### src/rtl/edge_mon_pkg.sv
// Shared constants and helpers for edge_event_monitor.
// Holds the synchronizer depth and filter counter sizing.
package edge_mon_pkg;

  localparam int SYNC_STAGES = 2;

  // Filter run counter width: ceil(log2(len)) + 1.
  function automatic int fc_width(input int filt_len);
    return $clog2(filt_len) + 1;
  endfunction

endpackage

### src/rtl/edge_event_monitor_glitch_filter.sv
// Glitch filter: q follows s2 only after FILT_LEN agreeing samples.
// Ports: clk, reset, s2 in; q, rise, fall, rise_det, fall_det out.
module glitch_filter
  import edge_mon_pkg::*;
#(
  parameter int FILT_LEN = 3
) (
  input  logic clk,
  input  logic reset,
  input  logic s2,
  output logic q,
  output logic rise,
  output logic fall,
  output logic rise_det,
  output logic fall_det
);

  localparam int FW = fc_width(FILT_LEN);
  localparam logic [FW-1:0] FC_MAX = FW'(FILT_LEN - 1);

  logic [FW-1:0] fc;
  logic          flip;

  // Fires on the edge where q takes the new level; the counters
  // use it so they move together with q.
  assign flip     = (s2 != q) && (fc == FC_MAX);
  assign rise_det = flip & s2;
  assign fall_det = flip & ~s2;

  always_ff @(posedge clk or posedge reset) begin
    if (reset) begin
      q    <= 1'b0;
      fc   <= '0;
      rise <= 1'b0;
      fall <= 1'b0;
    end else begin
      rise <= rise_det;
      fall <= fall_det;
      if (s2 == q) begin
        fc <= '0;
      end else if (flip) begin
        q  <= s2;
        fc <= '0;
      end else begin
        fc <= fc + FW'(1);
      end
    end
  end

endmodule

### src/rtl/edge_event_monitor.sv
// Edge monitor: syncs and filters d, pulses rise/fall, keeps
// saturating edge counts with an atomic snapshot (snap/snap_*).
module edge_event_monitor
  import edge_mon_pkg::*;
#(
  parameter int CNT_W    = 8,
  parameter int FILT_LEN = 3
) (
  input  logic             clk,
  input  logic             reset,
  input  logic             d,
  input  logic             clr,
  input  logic             snap,
  output logic             q,
  output logic             rise,
  output logic             fall,
  output logic [CNT_W-1:0] rise_cnt,
  output logic [CNT_W-1:0] fall_cnt,
  output logic             ovf,
  output logic             snap_valid,
  output logic [CNT_W-1:0] snap_rise,
  output logic [CNT_W-1:0] snap_fall
);

  localparam int CW = CNT_W;
  typedef logic [CW-1:0] cnt_t;
  localparam cnt_t CNT_MAX = '1;

  logic [SYNC_STAGES-1:0] sync;
  logic                   s2;
  logic                   rise_det;
  logic                   fall_det;
  logic                   reload;

  assign s2     = sync[SYNC_STAGES-1];
  assign reload = clr | snap;

  always_ff @(posedge clk or posedge reset) begin
    if (reset) begin
      sync <= '0;
    end else begin
      sync <= {sync[SYNC_STAGES-2:0], d};
    end
  end

  glitch_filter #(
    .FILT_LEN(FILT_LEN)
  ) u_filt (
    .clk     (clk),
    .reset   (reset),
    .s2      (s2),
    .q       (q),
    .rise    (rise),
    .fall    (fall),
    .rise_det(rise_det),
    .fall_det(fall_det)
  );

  // On reload the edge of the same cycle opens the new window,
  // while the snapshot takes the pre-edge counts.
  always_ff @(posedge clk or posedge reset) begin
    if (reset) begin
      rise_cnt   <= '0;
      fall_cnt   <= '0;
      ovf        <= 1'b0;
      snap_valid <= 1'b0;
      snap_rise  <= '0;
      snap_fall  <= '0;
    end else begin
      snap_valid <= snap;
      if (snap) begin
        snap_rise <= rise_cnt;
        snap_fall <= fall_cnt;
      end
      if (reload) begin
        rise_cnt <= cnt_t'(rise_det);
        fall_cnt <= cnt_t'(fall_det);
        ovf      <= 1'b0;
      end else begin
        if (rise_det) begin
          if (rise_cnt == CNT_MAX) ovf <= 1'b1;
          else rise_cnt <= rise_cnt + cnt_t'(1);
        end
        if (fall_det) begin
          if (fall_cnt == CNT_MAX) ovf <= 1'b1;
          else fall_cnt <= fall_cnt + cnt_t'(1);
        end
      end
    end
  end

endmodule

### config.mk
export PLATFORM = sky130hd
export DESIGN_NAME = edge_event_monitor
export DESIGN_NICKNAME = d
export VERILOG_FILES = /design/src/rtl/edge_mon_pkg.sv /design/src/rtl/edge_event_monitor_glitch_filter.sv /design/src/rtl/edge_event_monitor.sv
export SDC_FILE = /design/constraint.sdc
export NUM_CORES = 1
export LEC_CHECK = 0
export ABC_AREA = 1
export BUFFER_PORTS_ARGS = -buffer_cell sky130_fd_sc_hd__buf_2
export CAP_MARGIN = 15
export CORE_MARGIN = 1.5
export CORE_UTILIZATION = 45
export CTS_CLUSTER_SIZE = 40
export DETAILED_ROUTE_END_ITERATION = 12
export PLACE_DENSITY = 0.7
export SLEW_MARGIN = 0
export SYNTH_ARGS = -nofsm -noshare
export SYNTH_HDL_FRONTEND = slang
export SYNTH_SLANG_ARGS = --single-unit
### constraint.sdc
create_clock -name clk -period 1.4 [get_ports clk]
set_input_delay 0 -clock clk [delete_from_list [all_inputs] [get_ports clk]]
set_output_delay 0 -clock clk [all_outputs]
set_load 0.005 [all_outputs]
==> results.json <==
{
  "status": "completed",
  "wl_mm": 4.46,
  "h-tree-depth": 2,
  "max-slew-margin-rel": 0.654,
  "hp-class": "input port to register",
  "start_util": 0.469,
  "final_area_um2": 2610,
  "ys_types": 24,
  "fin_worst_skew_ns": 0.00348,
  "post-dp-hpwl_mm": 3.17,
  "ys_ff_latch": 42,
  "first_pass_iters": 4,
  "clock-sinks": 42,
  "grtUsageTotal": 0.191,
  "synthTopCellsByCount": "92 x nand2_1, 42 x dfrtp_1, 20 x inv_1, 18 x nor2_1, 16 x nand3_1",
  "p_leak_uw": 0.00141,
  "wl_met3_um": 195,
  "setup_viol": 0,
  "critPathMaxFanout": 5,
  "synth_edf_count": 0,
  "die_area_um2": 4950,
  "place_congestion": 0.857,
  "met1Wirelength_mm": 2.19,
  "cts_buffers": 5,
  "setup_tns_ns": 0,
  "required_ns": 1.63,
  "nNetsFinal": 327,
  "gr-total-overflow": 0,
  "dr_wl_met2_mm": 2.01,
  "multi_input_area_um2": 891,
  "powerDensity_nw_per_um2": 1060,
  "ir_drop_mv": 0.657,
  "drive_gt1_frac": 0.288,
  "cts_root_buffer": "clkbuf_8",
  "fp-row-count": 24,
  "syn_to_final_growth_pct": 28.0,
  "ant_nets": 0,
  "clk_pin_slew_ns": 0.08,
  "fin_util": 0.600,
  "yosysWarningCount": 0,
  "start_kind": "register",
  "viasPerCell": 4.87,
  "nFillCells": 397,
  "drc": 0,
  "diodes": 0,
  "die_y_um": 70.3,
  "p_total_uw": 2770,
  "pin_count": 42,
  "ys_seq_area_frac": 0.515,
  "core-area_um2": 4350,
  "worstSetupPathType": "register to register",
  "timing.final.crit_period_ns": 1.35,
  "yosysMostFrequentCell": "nand2_1",
  "fmax_mhz": 738,
  "finalHoldViolCount": 0,
  "antenna_found_initial": 0,
  "grt_pass1_vias": 1642,
  "dr.max_layer_used": "met4",
  "syn_inst": 249,
  "crit_path_end_kind": "register",
  "insertion_delay_ns": 0.29,
  "synth-main-ff-cell": "dfrtp_1",
  "final_max_slew_viol_count": 0,
  "grt_max_degree": 43,
  "post_synth.cell_area_avg_um2": 8.20,
  "die_w_um": 70.3,
  "grt_first_pass_wirelength_mm": 7.58,
  "num_vias": 1808,
  "cap_violations": 0,
  "cp_data_arrival_time_ns": 1.59,
  "drt_iter0_drc": 119,
  "synth_largest_area_cell": "dfrtp_1",
  "synth_nets": 258,
  "io_buffers": 41,
  "dpl-instance-area_um2": 2410,
  "regArea_um2": 1050,
  "ctsLongestPathBuffers": 2,
  "synth_top_cell_area_share": 0.515,
  "place_ws_ns": 0.0106,
  "period_share": 0.968,
  "tritoncts": "done",
  "async_reset_ff_frac": 1.00,
  "tightestPinTransition_ns": 0.519,
  "detail_route.wl_per_cell_um": 12.0,
  "worst_slack_ns": 0.0454,
  "rsz0062_at_grt": "yes",
  "synth.area.top_cells": "dfrtp_1 52%, nand2_1 17%, nand3_1 3.9%",
  "syn-cell-area_um2": 2040
}
## repair_timing
action | CTS | global route
setup buffers | 0 | 5
gates resized for setup | 1 | 6
setup endpoints to repair | 3 | 16
hold endpoints to repair | 44 | 0
pin swaps | 0 | 4
hold buffers | 3 | 0
## logic make-up (layout without fill, tap and decap cells)
group,Yosys count,after routing,synth area share
flip-flops,42,42,0.515
buffers and inverters,29,99,0.0625
AND/OR/NAND/NOR,150,150,0.330
XOR/XNOR,4,4,0.0172
AO/OA/AOI/OAI,20,20,0.0509
adder cells (fa/ha/maj),4,4,0.0245
## registers in the layout, summed over array words and instances (netlist names)
register and count:
rise_cnt 8, u_filt.rise 1, fall_cnt 8, ovf 1, u_filt.fc 3, snap_valid 1, snap_rise 8, sync 2
snap_fall 8, u_filt.q 1, u_filt.fall 1
## through the flow
| step | instances | hold WS, ns |
|---|---|---|
| 2_1_floorplan | 249 | 0.0314 |
| 3_3_place_gp | 355 | 0.109 |
| 3_5_place_dp | 355 | 0.110 |
| 4_1_cts | 366 | 0.0250 |
| 5_1_grt | 371 | 0.0602 |
| 6_report | 371 | 0.0363 |
## critical path, cell delays in order (launching register included)
cell	delay (ns)
dfrtp_1	0.38
inv_1	0.06
ha_2	0.18
inv_2	0.04
nor2_4	0.15
nand2_1	0.12
a21oi_4	0.19
nand4_1	0.11
nand2_1	0.07
## layout make-up
type | instances | area share
Clock inverter | 1 | 0.0115
Sequential cell | 42 | 0.402
Inverter | 25 | 0.0378
Multi-Input combinational cell | 178 | 0.341
Tap cell | 52 | 0.0249
Timing Repair Buffer | 66 | 0.153
Clock buffer | 7 | 0.0292
## final timing paths
kind                                        start                       to  slack [ns]  cells past startpoint
min in group asynchronous                   reset    u_filt.fall$_DFF_PP0_        0.37                      4
hold reg to reg                 sync[0]$_DFF_PP0_        sync[1]$_DFF_PP0_        0.35                      0
setup / recovery           u_filt.fc[0]$_DFF_PP0_  fall_cnt[5]$_DFFE_PP0P_        0.05                      8
hold / removal                                clr  fall_cnt[6]$_DFFE_PP0P_        0.04                      4
setup reg to reg           u_filt.fc[0]$_DFF_PP0_  fall_cnt[5]$_DFFE_PP0P_        0.05                      8
max in group asynchronous                   reset  fall_cnt[4]$_DFFE_PP0P_        0.67                      4
## metal layers
layer	GRT usage	vias to the layer above
li1	-	925
met1	0.279	839
met2	0.276	39
met3	0.0404	5
met4	0.0791	0
met5	0	-
## layout by cell type, fill, tap and decap left out, drive strengths merged
| master | instances |
|---|---|
| o21ai | 15 |
| a21oi | 5 |
| nand4 | 6 |
| nor2 | 27 |
| buf | 63 |
| nand3b | 1 |
| nor3b | 1 |
| ha | 4 |
| nand3 | 16 |
| xor2 | 4 |
| dfrtp | 42 |
| bufinv | 1 |
| clkbuf | 7 |
| nor3 | 2 |
| nand2 | 97 |
| dlygate4sd3 | 3 |
| inv | 25 |
## where the power goes
| part | total (uW) | internal (uW) | switching [uW] |
|---|---|---|---|
| Combinational | 490 | 201 | 289 |
| Sequential | 1350 | 1290 | 57.4 |
| Clock | 935 | 534 | 401 |
(Power assumes the default switching activity.)
